## config.mk

```make
export PLATFORM = sky130hd
export DESIGN_NAME = gen_datapath
export DESIGN_NICKNAME = d
export VERILOG_FILES = /design/src/rtl/gen_datapath_pkg.sv /design/src/rtl/gen_datapath_alu.sv /design/src/rtl/gen_datapath.sv
export SDC_FILE = /design/constraint.sdc
export NUM_CORES = 2
export LEC_CHECK = 0
export ABC_AREA = 0
export BUFFER_PORTS_ARGS = -buffer_cell sky130_fd_sc_hd__buf_2
export CAP_MARGIN = 20
export CORE_UTILIZATION = 45
export DETAILED_ROUTE_END_ITERATION = 12
export PLACE_DENSITY = 0.63
export SLEW_MARGIN = 15
export SYNTH_ARGS = -nofsm -noshare
export SYNTH_HDL_FRONTEND = slang
export SYNTH_SLANG_ARGS = --single-unit
```

## constraint.sdc

```tcl
create_clock -name clk -period 7.1 [get_ports clk]
set_input_delay 1.42 -clock clk [delete_from_list [all_inputs] [get_ports clk]]
set_output_delay 1.42 -clock clk [all_outputs]
set_load 0.03 [all_outputs]
```

## src/rtl/gen_datapath_pkg.sv

```systemverilog
// Shared encodings for the gen_datapath slice: ALU opcodes, bus source/load
// indices and the iterative-ALU state machine.
package gen_datapath_pkg;

  localparam logic [4:0] OP_ADD  = 5'd0;
  localparam logic [4:0] OP_SUB  = 5'd1;
  localparam logic [4:0] OP_AND  = 5'd2;
  localparam logic [4:0] OP_OR   = 5'd3;
  localparam logic [4:0] OP_SHR  = 5'd4;
  localparam logic [4:0] OP_SHRA = 5'd5;
  localparam logic [4:0] OP_SHL  = 5'd6;
  localparam logic [4:0] OP_ROR  = 5'd7;
  localparam logic [4:0] OP_ROL  = 5'd8;
  localparam logic [4:0] OP_MUL  = 5'd9;
  localparam logic [4:0] OP_DIV  = 5'd10;
  localparam logic [4:0] OP_NEG  = 5'd11;
  localparam logic [4:0] OP_NOT  = 5'd12;

  localparam int unsigned OE_HI     = 0;
  localparam int unsigned OE_LO     = 1;
  localparam int unsigned OE_ZHI    = 2;
  localparam int unsigned OE_ZLO    = 3;
  localparam int unsigned OE_PC     = 4;
  localparam int unsigned OE_MDR    = 5;
  localparam int unsigned OE_INPORT = 6;
  localparam int unsigned OE_C      = 7;

  localparam int unsigned IE_MAR     = 0;
  localparam int unsigned IE_MDR     = 1;
  localparam int unsigned IE_HI      = 2;
  localparam int unsigned IE_LO      = 3;
  localparam int unsigned IE_Y       = 4;
  localparam int unsigned IE_PC      = 5;
  localparam int unsigned IE_IR      = 6;
  localparam int unsigned IE_OUTPORT = 7;
  localparam int unsigned IE_INPORT  = 8;
  localparam int unsigned IE_CON     = 9;

  typedef enum logic [1:0] {IDLE, MUL, DIV, DONE} alu_state_e;

endpackage

```

## src/rtl/gen_datapath_alu.sv

```systemverilog
// ALU with Z register: single-cycle logic/arith ops plus signed iterative
// MUL (shift-add) and DIV (restoring) on sign-magnitude operands.
module gen_datapath_alu
  import gen_datapath_pkg::*;
#(
  parameter int DW = 32
) (
  input  logic          clk,
  input  logic          clr,
  input  logic [4:0]    op_i,
  input  logic          start_i,
  input  logic [DW-1:0] a_i,
  input  logic [DW-1:0] b_i,
  output logic          busy_o,
  output logic          done_o,
  output logic          div0_o,
  output logic [DW-1:0] zhi_o,
  output logic [DW-1:0] zlo_o
);

  localparam int CW = $clog2(DW);
  localparam logic [CW-1:0] CNT_LAST = CW'(DW - 1);
  localparam logic [DW-1:0] DW_V = DW'(DW);

  alu_state_e        state_q, state_d;
  logic [CW-1:0]     cnt_q, cnt_d;
  logic [2*DW-1:0]   acc_q, acc_d;
  logic [DW-1:0]     mc_q, mc_d;
  logic              qneg_q, qneg_d, rneg_q, rneg_d;
  logic [DW-1:0]     zhi_q, zhi_d, zlo_q, zlo_d;
  logic              div0_q, div0_d;

  logic [DW-1:0]     a_abs, b_abs, res, quo, rem;
  logic [6:0]        sh;
  logic [DW:0]       mul_sum, div_sh, div_tr;
  logic [2*DW-1:0]   mul_nxt, div_nxt, prod;

  always_comb begin
    sh  = 7'(b_i % DW_V);
    res = '0;
    case (op_i)
      OP_ADD:  res = a_i + b_i;
      OP_SUB:  res = a_i - b_i;
      OP_AND:  res = a_i & b_i;
      OP_OR:   res = a_i | b_i;
      OP_SHR:  res = a_i >> sh;
      OP_SHRA: res = $signed(a_i) >>> sh;
      OP_SHL:  res = a_i << sh;
      OP_ROR:  res = (a_i >> sh) | (a_i << (7'(DW) - sh));
      OP_ROL:  res = (a_i << sh) | (a_i >> (7'(DW) - sh));
      OP_NEG:  res = '0 - a_i;
      OP_NOT:  res = ~a_i;
      default: res = '0;
    endcase
  end

  // acc holds {partial/remainder, multiplier/quotient}; one bit per cycle.
  always_comb begin
    a_abs   = a_i[DW-1] ? ('0 - a_i) : a_i;
    b_abs   = b_i[DW-1] ? ('0 - b_i) : b_i;
    mul_sum = {1'b0, acc_q[2*DW-1:DW]} + (acc_q[0] ? {1'b0, mc_q} : '0);
    mul_nxt = {mul_sum, acc_q[DW-1:1]};
    prod    = qneg_q ? ('0 - mul_nxt) : mul_nxt;
    div_sh  = {acc_q[2*DW-1:DW], acc_q[DW-1]};
    div_tr  = div_sh - {1'b0, mc_q};
    div_nxt = div_tr[DW] ? {div_sh[DW-1:0], acc_q[DW-2:0], 1'b0}
                         : {div_tr[DW-1:0], acc_q[DW-2:0], 1'b1};
    quo     = qneg_q ? ('0 - div_nxt[DW-1:0]) : div_nxt[DW-1:0];
    rem     = rneg_q ? ('0 - div_nxt[2*DW-1:DW]) : div_nxt[2*DW-1:DW];
  end

  always_comb begin
    state_d = state_q;
    cnt_d   = cnt_q;
    acc_d   = acc_q;
    mc_d    = mc_q;
    qneg_d  = qneg_q;
    rneg_d  = rneg_q;
    zhi_d   = zhi_q;
    zlo_d   = zlo_q;
    div0_d  = div0_q;
    case (state_q)
      MUL: begin
        acc_d = mul_nxt;
        cnt_d = cnt_q + 1'b1;
        if (cnt_q == CNT_LAST) begin
          {zhi_d, zlo_d} = prod;
          state_d = DONE;
        end
      end
      DIV: begin
        acc_d = div_nxt;
        cnt_d = cnt_q + 1'b1;
        if (cnt_q == CNT_LAST) begin
          zlo_d   = quo;
          zhi_d   = rem;
          state_d = DONE;
        end
      end
      default: begin
        state_d = IDLE;
        if (start_i) begin
          cnt_d = '0;
          case (op_i)
            OP_MUL: begin
              acc_d   = {{DW{1'b0}}, b_abs};
              mc_d    = a_abs;
              qneg_d  = a_i[DW-1] ^ b_i[DW-1];
              state_d = MUL;
            end
            OP_DIV: begin
              if (b_i == '0) begin
                zlo_d   = '1;
                zhi_d   = a_i;
                div0_d  = 1'b1;
                state_d = DONE;
              end else begin
                acc_d   = {{DW{1'b0}}, a_abs};
                mc_d    = b_abs;
                qneg_d  = a_i[DW-1] ^ b_i[DW-1];
                rneg_d  = a_i[DW-1];
                state_d = DIV;
              end
            end
            default: begin
              zlo_d   = res;
              zhi_d   = '0;
              state_d = DONE;
            end
          endcase
        end
      end
    endcase
  end

  always_ff @(posedge clk or negedge clr) begin
    if (!clr) begin
      state_q <= IDLE;
      cnt_q   <= '0;
      acc_q   <= '0;
      mc_q    <= '0;
      qneg_q  <= 1'b0;
      rneg_q  <= 1'b0;
      zhi_q   <= '0;
      zlo_q   <= '0;
      div0_q  <= 1'b0;
    end else begin
      state_q <= state_d;
      cnt_q   <= cnt_d;
      acc_q   <= acc_d;
      mc_q    <= mc_d;
      qneg_q  <= qneg_d;
      rneg_q  <= rneg_d;
      zhi_q   <= zhi_d;
      zlo_q   <= zlo_d;
      div0_q  <= div0_d;
    end
  end

  assign busy_o = (state_q == MUL) || (state_q == DIV);
  assign done_o = (state_q == DONE);
  assign div0_o = div0_q;
  assign zhi_o  = zhi_q;
  assign zlo_o  = zlo_q;

endmodule

```

## src/rtl/gen_datapath.sv

```systemverilog
// Single-bus CPU datapath: GPR file, special registers, bus mux with
// contention detect, branch-condition flop and the iterative ALU.
module gen_datapath
  import gen_datapath_pkg::*;
#(
  parameter int DW   = 32,
  parameter int NREG = 16,
  parameter int AW   = 9
) (
  input  logic          clk,
  input  logic          clr,
  input  logic          gra,
  input  logic          grb,
  input  logic          grc,
  input  logic          rin,
  input  logic          rout,
  input  logic          baout,
  input  logic [7:0]    out_en,
  input  logic [9:0]    in_en,
  input  logic          inc_pc,
  input  logic [4:0]    alu_op,
  input  logic          alu_start,
  output logic          alu_busy,
  output logic          alu_done,
  output logic          div0,
  output logic          mem_read,
  output logic          mem_write,
  input  logic          read,
  input  logic          write,
  output logic [AW-1:0] mem_addr,
  output logic [DW-1:0] mem_wdata,
  input  logic [DW-1:0] mem_rdata,
  input  logic [DW-1:0] inport_data,
  output logic [DW-1:0] outport_data,
  output logic [DW-1:0] ir_out,
  output logic          con,
  output logic          bus_err
);

  localparam int RW = $clog2(NREG);

  logic [DW-1:0] hi_q, lo_q, y_q, pc_q, ir_q, mdr_q, outport_q, inport_q;
  logic [AW-1:0] mar_q;
  logic          con_q, con_d;
  logic [DW-1:0] gpr_q [NREG];
  logic [DW-1:0] zhi, zlo, bus, bus_or, c_src, gpr_val;
  logic [26:0]   ir_f;
  logic [RW-1:0] sel;
  logic          gpr_oe;

  // Narrow-DW builds zero-fill the upper IR field bits.
  assign ir_f  = 27'(ir_q);
  assign c_src = DW'($signed(ir_f[18:0]));
  assign sel   = (gra ? RW'(ir_f[26:23]) : '0)
               | (grb ? RW'(ir_f[22:19]) : '0)
               | (grc ? RW'(ir_f[18:15]) : '0);

  assign gpr_oe  = rout | baout;
  assign gpr_val = (baout && sel == '0) ? '0 : gpr_q[sel];

  always_comb begin
    bus_or = '0;
    if (out_en[OE_HI])     bus_or |= hi_q;
    if (out_en[OE_LO])     bus_or |= lo_q;
    if (out_en[OE_ZHI])    bus_or |= zhi;
    if (out_en[OE_ZLO])    bus_or |= zlo;
    if (out_en[OE_PC])     bus_or |= pc_q;
    if (out_en[OE_MDR])    bus_or |= mdr_q;
    if (out_en[OE_INPORT]) bus_or |= inport_q;
    if (out_en[OE_C])      bus_or |= c_src;
    if (gpr_oe)            bus_or |= gpr_val;
    bus_err = $countones({out_en, gpr_oe}) > 1;
    bus     = bus_err ? '0 : bus_or;
  end

  for (genvar k = 0; k < NREG; k++) begin : g_gpr
    always_ff @(posedge clk or negedge clr) begin
      if (!clr)                         gpr_q[k] <= '0;
      else if (rin && sel == RW'(k))    gpr_q[k] <= bus;
    end
  end

  always_comb begin
    case (ir_f[20:19])
      2'b00:   con_d = (bus == '0);
      2'b01:   con_d = (bus != '0);
      2'b10:   con_d = ~bus[DW-1];
      default: con_d = bus[DW-1];
    endcase
  end

  always_ff @(posedge clk or negedge clr) begin
    if (!clr) begin
      hi_q      <= '0;
      lo_q      <= '0;
      y_q       <= '0;
      pc_q      <= '0;
      ir_q      <= '0;
      mdr_q     <= '0;
      mar_q     <= '0;
      outport_q <= '0;
      inport_q  <= '0;
      con_q     <= 1'b0;
    end else begin
      if (in_en[IE_HI])      hi_q      <= bus;
      if (in_en[IE_LO])      lo_q      <= bus;
      if (in_en[IE_Y])       y_q       <= bus;
      if (in_en[IE_IR])      ir_q      <= bus;
      if (in_en[IE_MAR])     mar_q     <= AW'(bus);
      if (in_en[IE_OUTPORT]) outport_q <= bus;
      if (in_en[IE_INPORT])  inport_q  <= inport_data;
      if (in_en[IE_CON])     con_q     <= con_d;
      if (read)              mdr_q     <= mem_rdata;
      else if (in_en[IE_MDR]) mdr_q    <= bus;
      if (in_en[IE_PC])      pc_q      <= bus;
      else if (inc_pc)       pc_q      <= pc_q + 1'b1;
    end
  end

  gen_datapath_alu #(.DW(DW)) u_alu (
    .clk     (clk),
    .clr     (clr),
    .op_i    (alu_op),
    .start_i (alu_start),
    .a_i     (y_q),
    .b_i     (bus),
    .busy_o  (alu_busy),
    .done_o  (alu_done),
    .div0_o  (div0),
    .zhi_o   (zhi),
    .zlo_o   (zlo)
  );

  assign mem_read     = read;
  assign mem_write    = write;
  assign mem_addr     = mar_q;
  assign mem_wdata    = mdr_q;
  assign outport_data = outport_q;
  assign ir_out       = ir_q;
  assign con          = con_q;

endmodule

```

Word level (Yosys, flattened, before mapping) --
Cells that the tools add are included.
Word-level totals: input bits 99, flip-flop bits (word level) 948, output and inout bits 112, word-level logic and storage cells 215
Cells by class: reduce and logical (&&, ||, !) cells 35, add/sub/neg operators 20, shifts and indexed selects 5, equal/unequal tests 40, bitwise logic cells 21, magnitude comparators 2, multiplexer cells 57
Operator list (count):
- 32-bit two-way mux | 31
- 32-bit OR | 11
- 32-bit case mux with 11 select lines | 1
- 32-bit case mux with 2 select lines | 5
- 64-bit two-way mux | 4
- 64-bit case mux with 2 select lines | 2
- 32-bit binary-select mux with 4-bit select | 1
- 1-bit by 32-bit subtractor with 32-bit output (first input constant) | 4
- 1-bit by 64-bit subtractor with 64-bit output (first input constant) | 1
- 32-bit by 33-bit adder with 33-bit output | 1
- 33-bit by 32-bit subtractor with 33-bit output | 1
- 32-bit by 1-bit adder with 32-bit output (second input constant) | 1
- 32-bit adder | 1
- 32-bit bitwise AND | 1
- 4-bit equality test (second input constant) | 8
- 32-bit logical NOT | 1
- 32-bit NOT | 1
- 32-bit nonzero test | 1
- 32-bit by 5-bit left shift with 32-bit output | 1
- 32-bit by 7-bit left shift with 32-bit output | 1
- 32-bit by 5-bit >> shifter with 32-bit output | 1
- 32-bit by 7-bit >> shifter with 32-bit output | 1
- 32-bit by 5-bit >>> shifter with 32-bit output | 1
- 32-bit subtractor | 1
- other kinds (46) | 98

Depth between registers and ports, before layout --
depth after elaboration 25, depth in mapped cells 43

Hierarchy --
Synthesis repeated with hierarchy kept, for this count alone.
Unflattened totals: cell total of the unflattened synthesis 7889, area total of the unflattened synthesis 63165.6 um2
Modules (own cells, without submodules):
- gen_datapath | sequential area each 19468.7 um2, times used 1, cells each 3802, area each 35276.3 um2
- gen_datapath_alu | sequential area each 4254.1 um2, times used 1, cells each 4087, area each 27889.2 um2

Worst setup path before layout --
OpenSTA, ideal clock, no wires.
path kind input port to flip-flop, start point input port out_en[1], end point register u_alu.zlo_q[31], in the netlist u_alu.zlo_o[31], stages 43, path buffers 11, setup time 0.130 ns, arrival time 11.476 ns, setup slack -4.505 ns, path through clkbuf_1 clkbuf_1 clkbuf_1 inv_1 fa_1 inv_1 fa_1 inv_1 fa_1 fa_1 fa_1 nor2b_1 a31o_2 and2_1 inv_1 buf_2 a211oi_1 or3_1 [7 not listed] clkbuf_1 clkbuf_1 nand2_1 o21ai_0 inv_1 ha_1 nor2b_1 o31a_1 nor4_1 o311a_1 nor2_1 a221o_1 a41o_1 o41ai_1 nor2b_1 mux2_2 a211oi_1 a31oi_1
Between the ends: longest elaborated chain between the ends 23, elaborated cells between the ends (all ways) 40, those cells by class add/sub: 7; order compare: 1; eq/ne: 1; shift: 5; mux: 13; bitwise: 11; reduce/logical: 2
Ends and longest elaborated chain:
- from (decl) | RTL line gen_datapath.sv:18 | input logic [7:0] out_en,
- parallel branches: the longest is 15 deep, another holds 4-bit by 1-bit adder with 5-bit output
- 32-bit two-way mux (*) | RTL line gen_datapath.sv:73 | bus = bus_err ? '0 : bus_or;
- 6-bit by 5-bit subtractor with 7-bit output | RTL line gen_datapath_alu.sv:49, gen_datapath_alu.sv:50
- 32-bit by 7-bit >> shifter with 32-bit output or 32-bit by 7-bit left shift with 32-bit output (tied branches) | RTL line gen_datapath_alu.sv:50, gen_datapath_alu.sv:49
- 32-bit OR (on tied branches) | RTL line gen_datapath_alu.sv:50, gen_datapath_alu.sv:49
- 32-bit case mux with 11 select lines | RTL line gen_datapath_alu.sv:41 | case (op_i)
- 32-bit case mux with 2 select lines | RTL line gen_datapath_alu.sv:104 | case (op_i)
- 32-bit two-way mux | RTL line gen_datapath_alu.sv:102 | if (start_i) begin
- 32-bit case mux with 2 select lines | RTL line gen_datapath_alu.sv:82 | case (state_q)
- to (signal assigned) | RTL line gen_datapath_alu.sv:155 | zlo_q <= zlo_d;
- to (decl) | RTL line gen_datapath_alu.sv:30 | logic [DW-1:0] zhi_q, zhi_d, zlo_q, zlo_d;
Every way passes the cells marked *. The select of a mux whose other input is x is not followed. A chain may end at the register's enable or synchronous reset.

Final worst setup path --
start point input port out_en[1], end point register u_alu.zlo_q[8], in the netlist u_alu.zlo_o[8]
Same word-level chain as after synthesis.

==> summary.md <==
| Metric | Value |
|---|---|
| Status | complete, but fails checks |
| Failing checks | negative setup slack |
| Final Instance Area | 79,100 um2 |
| Chip Height | 379 um |
| Peak Freq | ~0.12 GHz |
| Cell area power density | about 650 nW/um2 |
| Pin count of the biggest net entering global routing | between 150 and 200 |
| Layout cell share with drive strength beyond 1 | 0.233 |
| DP Area | between 70,000 and 80,000 um2 |
| Critical path arrival | slightly below 9000 ps |
| Flops & latches, synth | around 950 |
| TritonCTS buffer count | 102 |
| All-Layer GR Usage | 0.423 |
| Ports | 211 |
| VDD IR max | about 0.00044 V |
| Die Width | 379 um |
| Simple-gate share of the synthesized area | 0.165 |
| # H-tree levels | 3 |
| Min setup slack post-route | -1090 ps |
| Final min period | 8190 ps |
| Initial Utilization | 0.453 |
| Primary FF master, synth | dfrtp_1 |
| Rel. slew slack | 0.252 |
| CTS tree | yes |
| Wire per inst | 30.0 um |
| Worst-Margin Slew | 1120 ps |
| PortBufs | 208 |
| Clk pwr share | 0.109 |
| Hold Path Class | reg2reg |
| Setup Skew | 71.6 ps |
| Detail Route Antenna Nets | 0 |
| Pwr Total | 51.4 mW |
| First-pass GRT wire length | 444,000 um |
| Fin. Hold Viols | 0 |
| CP endpoint kind | flip-flop |
| Peak per-stage delay on the critical path | roughly 650 ps |
| Crit path max fanout | 4 |
| Clock-pin slew on the worst setup and hold paths | 60 ps |
| Die area | 144,000 um2 |
| DP HPWL | 225,000 um |
| TritonRoute pass-1 iters | 7 |
| Post-synth EDFFs | 0 |
| Syn_area_per_cell | 8.37 um2 |
| Clk_lat worst skew | 780 ps |
| Sum of negative setup slack | -19,900 ps |
| Post-place setup slack | -2330 ps |
| Vias per inst | 6.51 |
| Sw Share | 0.518 |
| Seq pwr share | 0.178 |
| Largest reg by FF count | gpr_q |
| CP max stage cell | fa_2 |
| Overflow after GRT | 0 |
| Max Cap Violations | 0 |
| Critical path class | in2reg |
| Internal power | 24.8 mW |
| GPL Wtd Cong | 1.13 |
| Crit share post-route | 1.15 |
| Compound-cell area share of the yosys netlist | 0.248 |
| Root Buffer | clkbuf_16 |
| # rows | 138 |
| Vias in the first global route | 63,100 |
| Comb power frac | 0.713 |
| Via Count | 67,600 |
| CP Data Required Time | 7700 ps |
| Post-CTS Hold Buffers | 0 |
| Post-synthesis adder-cell area fraction | 0.0249 |
| Nets | 8,618 |
| Area delta synth->final | 23.4% |
| Crit path top cell by count | buf_6 |
| Drt drc | 0 |
| Hold_ws | roughly 470 ps |
| FFs w/ async S/R, synth | 1.00 |
| Synthesized instance count | around 7,700 |
| Largest family of logic cells by synthesized area | compound AO/OA/AOI/OAI gates |
| Net load switching power | 26.6 mW |
| Xor/xnor cell area share of the yosys netlist | 0.0417 |
| Flip-flop count of the largest register after layout | roughly 510 |
| Largest regs | gpr_q x512, u_alu.acc_q x64 |
| Clock tree buffer depth | 3 |
| Post-Syn Nets | 7,887 |
| Total wire length | 311,000 um |
| Synth cell types | 117 |
| Initial antenna violation count | 31 |
| 1st-iter DRT viols | 9,495 |
| Startpoint Class | primary input |
| Setup Viol. Count Final | 31 |
| Post-synthesis mux area share | 0.0968 |
| Seq/Total Area, Yosys | 0.370 |
| Post-Syn Area | 64,100 um2 |
| Synth Warn # | 0 |
| RSZ-0062 raised after global routing | yes |
| P_leak | 35.5 nW |
| Core ar. | between 100,000 and 150,000 um2 |
| Pins Over Slew Limit | 0 |
| Sink Count | 948 |
-- power groups by stage --
| stage | sequential [mW] | clock (mW) | combinational (mW) |
|---|---|---|---|
| global placement | 9.04 | 0 | 32.9 |
| detailed placement | 9.12 | 0 | 33.1 |
| floorplan | 8.74 | 0 | 18.4 |
| global route | 9.29 | 5.81 | 38.0 |
| CTS | 9.04 | 5.61 | 34.3 |
| finish | 9.15 | 5.58 | 36.6 |
-- area by class of cell --
class	count	area, um2
sequential	948	23700
inverter	123	474
antenna	17	42.5
clock inverter	41	509
tap	1890	2360
timing repair buffer	1316	10400
multi-input combinational	5905	38700
fill	13000	62300
clock buffer	146	2970
-- stage by stage --
step / instances / utilization
final: 10400 / 0.560
after floorplan: 7665 / -
after global routing: 10400 / 0.559
after global placement: 10100 / 0.522
after detailed placement: 10100 / 0.522
after CTS: 10300 / 0.553
-- worst max-delay path, delay by kind of cell --
kind / cells / cell delay [ps]
fa+ha+maj: 7 / 2840
compound gates: 13 / 2110
xor+xnor: 1 / 220
simple gates: 8 / 1170
buf+inv: 11 / 1010
-- cells in the mapped netlist (all sizes together) (21+ instances only) --
cell type  instances  area, um2
a211o             21        184
a211oi           161       1270
a21o              61        458
a21oi            522       2620
a221oi           102        912
a22o              35        307
a22oi            138       1040
a311oi            29        295
a31oi             60        375
and2              72        450
and3              48        300
buf              170       1030
clkbuf           519       1950
dfrtp            948      23700
ha               115       1440
inv              116        435
mux2             144       1620
mux2i            411       4110
mux4              21        473
nand2           1290       4850
nand2b            32        200
nand3            144        731
nand4             56        378
nor2             489       1840
nor2b             37        231
nor3              94        482
nor4              38        295
o211ai            59        448
o21a              24        180
o21ai            917       4590
o221ai            47        424
o22ai             29        181
o31ai             54        438
o41ai             24        218
or3               51        324
or4               21        165
xnor2            208       1840
xor2              95        832
-- logic make-up (layout without fill, tap and decap cells) --
group / Yosys count / count (layout)
other: 0 / 17
AND/OR/NAND/NOR: 2416 / 2416
AO/OA/AOI/OAI: 2487 / 2487
multiplexers: 576 / 576
XOR/XNOR: 303 / 303
buffers and inverters: 812 / 1626
flip-flops: 948 / 948
adder cells (fa/ha/maj): 123 / 123
-- routing by layer --
| layer | routed length (um) | vias up | global-route usage | share of wire |
|---|---|---|---|---|
| li1 | - | 29200 | - | - |
| met1 | 119000 | 32900 | 0.543 | 0.38 |
| met2 | 129000 | 4380 | 0.610 | 0.41 |
| met3 | 39100 | 1109 | 0.141 | 0.13 |
| met4 | 23700 | 34 | 0.262 | 0.076 |
| met5 | 225 | - | 0 | 0.00072 |
-- cells in the final DEF, fill, tap and decap left out, types with 106 or more instances in the layout --
master,Yosys,routed
nor2_1,487,471
dfrtp_1,948,947
nand3_1,142,139
buf_4,22,1012
a211oi_1,149,124
nand2_1,1289,1270
o21ai_0,876,796
xnor2_1,207,195
buf_2,70,204
a22oi_1,138,136
a21oi_1,519,486
mux2_2,140,135
ha_1,115,106
mux2i_1,411,409
-- repair_timing --
action / in CTS / in global routing
setup endpoints to repair: 156 / 131
gates resized for setup: 137 / 105
pin swaps: 84 / 92
buffers inserted: 39 / 37
gates cloned: 2 / 4
-- worst paths after layout --
check	start	to	slack [ps]	cells after the start
hold reg to reg	gpr_q[116]	gpr_q[116]	470	2
setup / recovery	out_en[1]	u_alu.zlo_o[8]	-1090	40
max in group asynchronous	clr	gpr_q[319]	4790	3
hold / removal	gpr_q[116]	gpr_q[116]	470	2
min in group asynchronous	clr	gpr_q[30]	690	1
setup reg to reg	ir_out[24]	u_alu.zlo_o[31]	560	28
No activity file was read; power rests on OpenSTA's default activity.
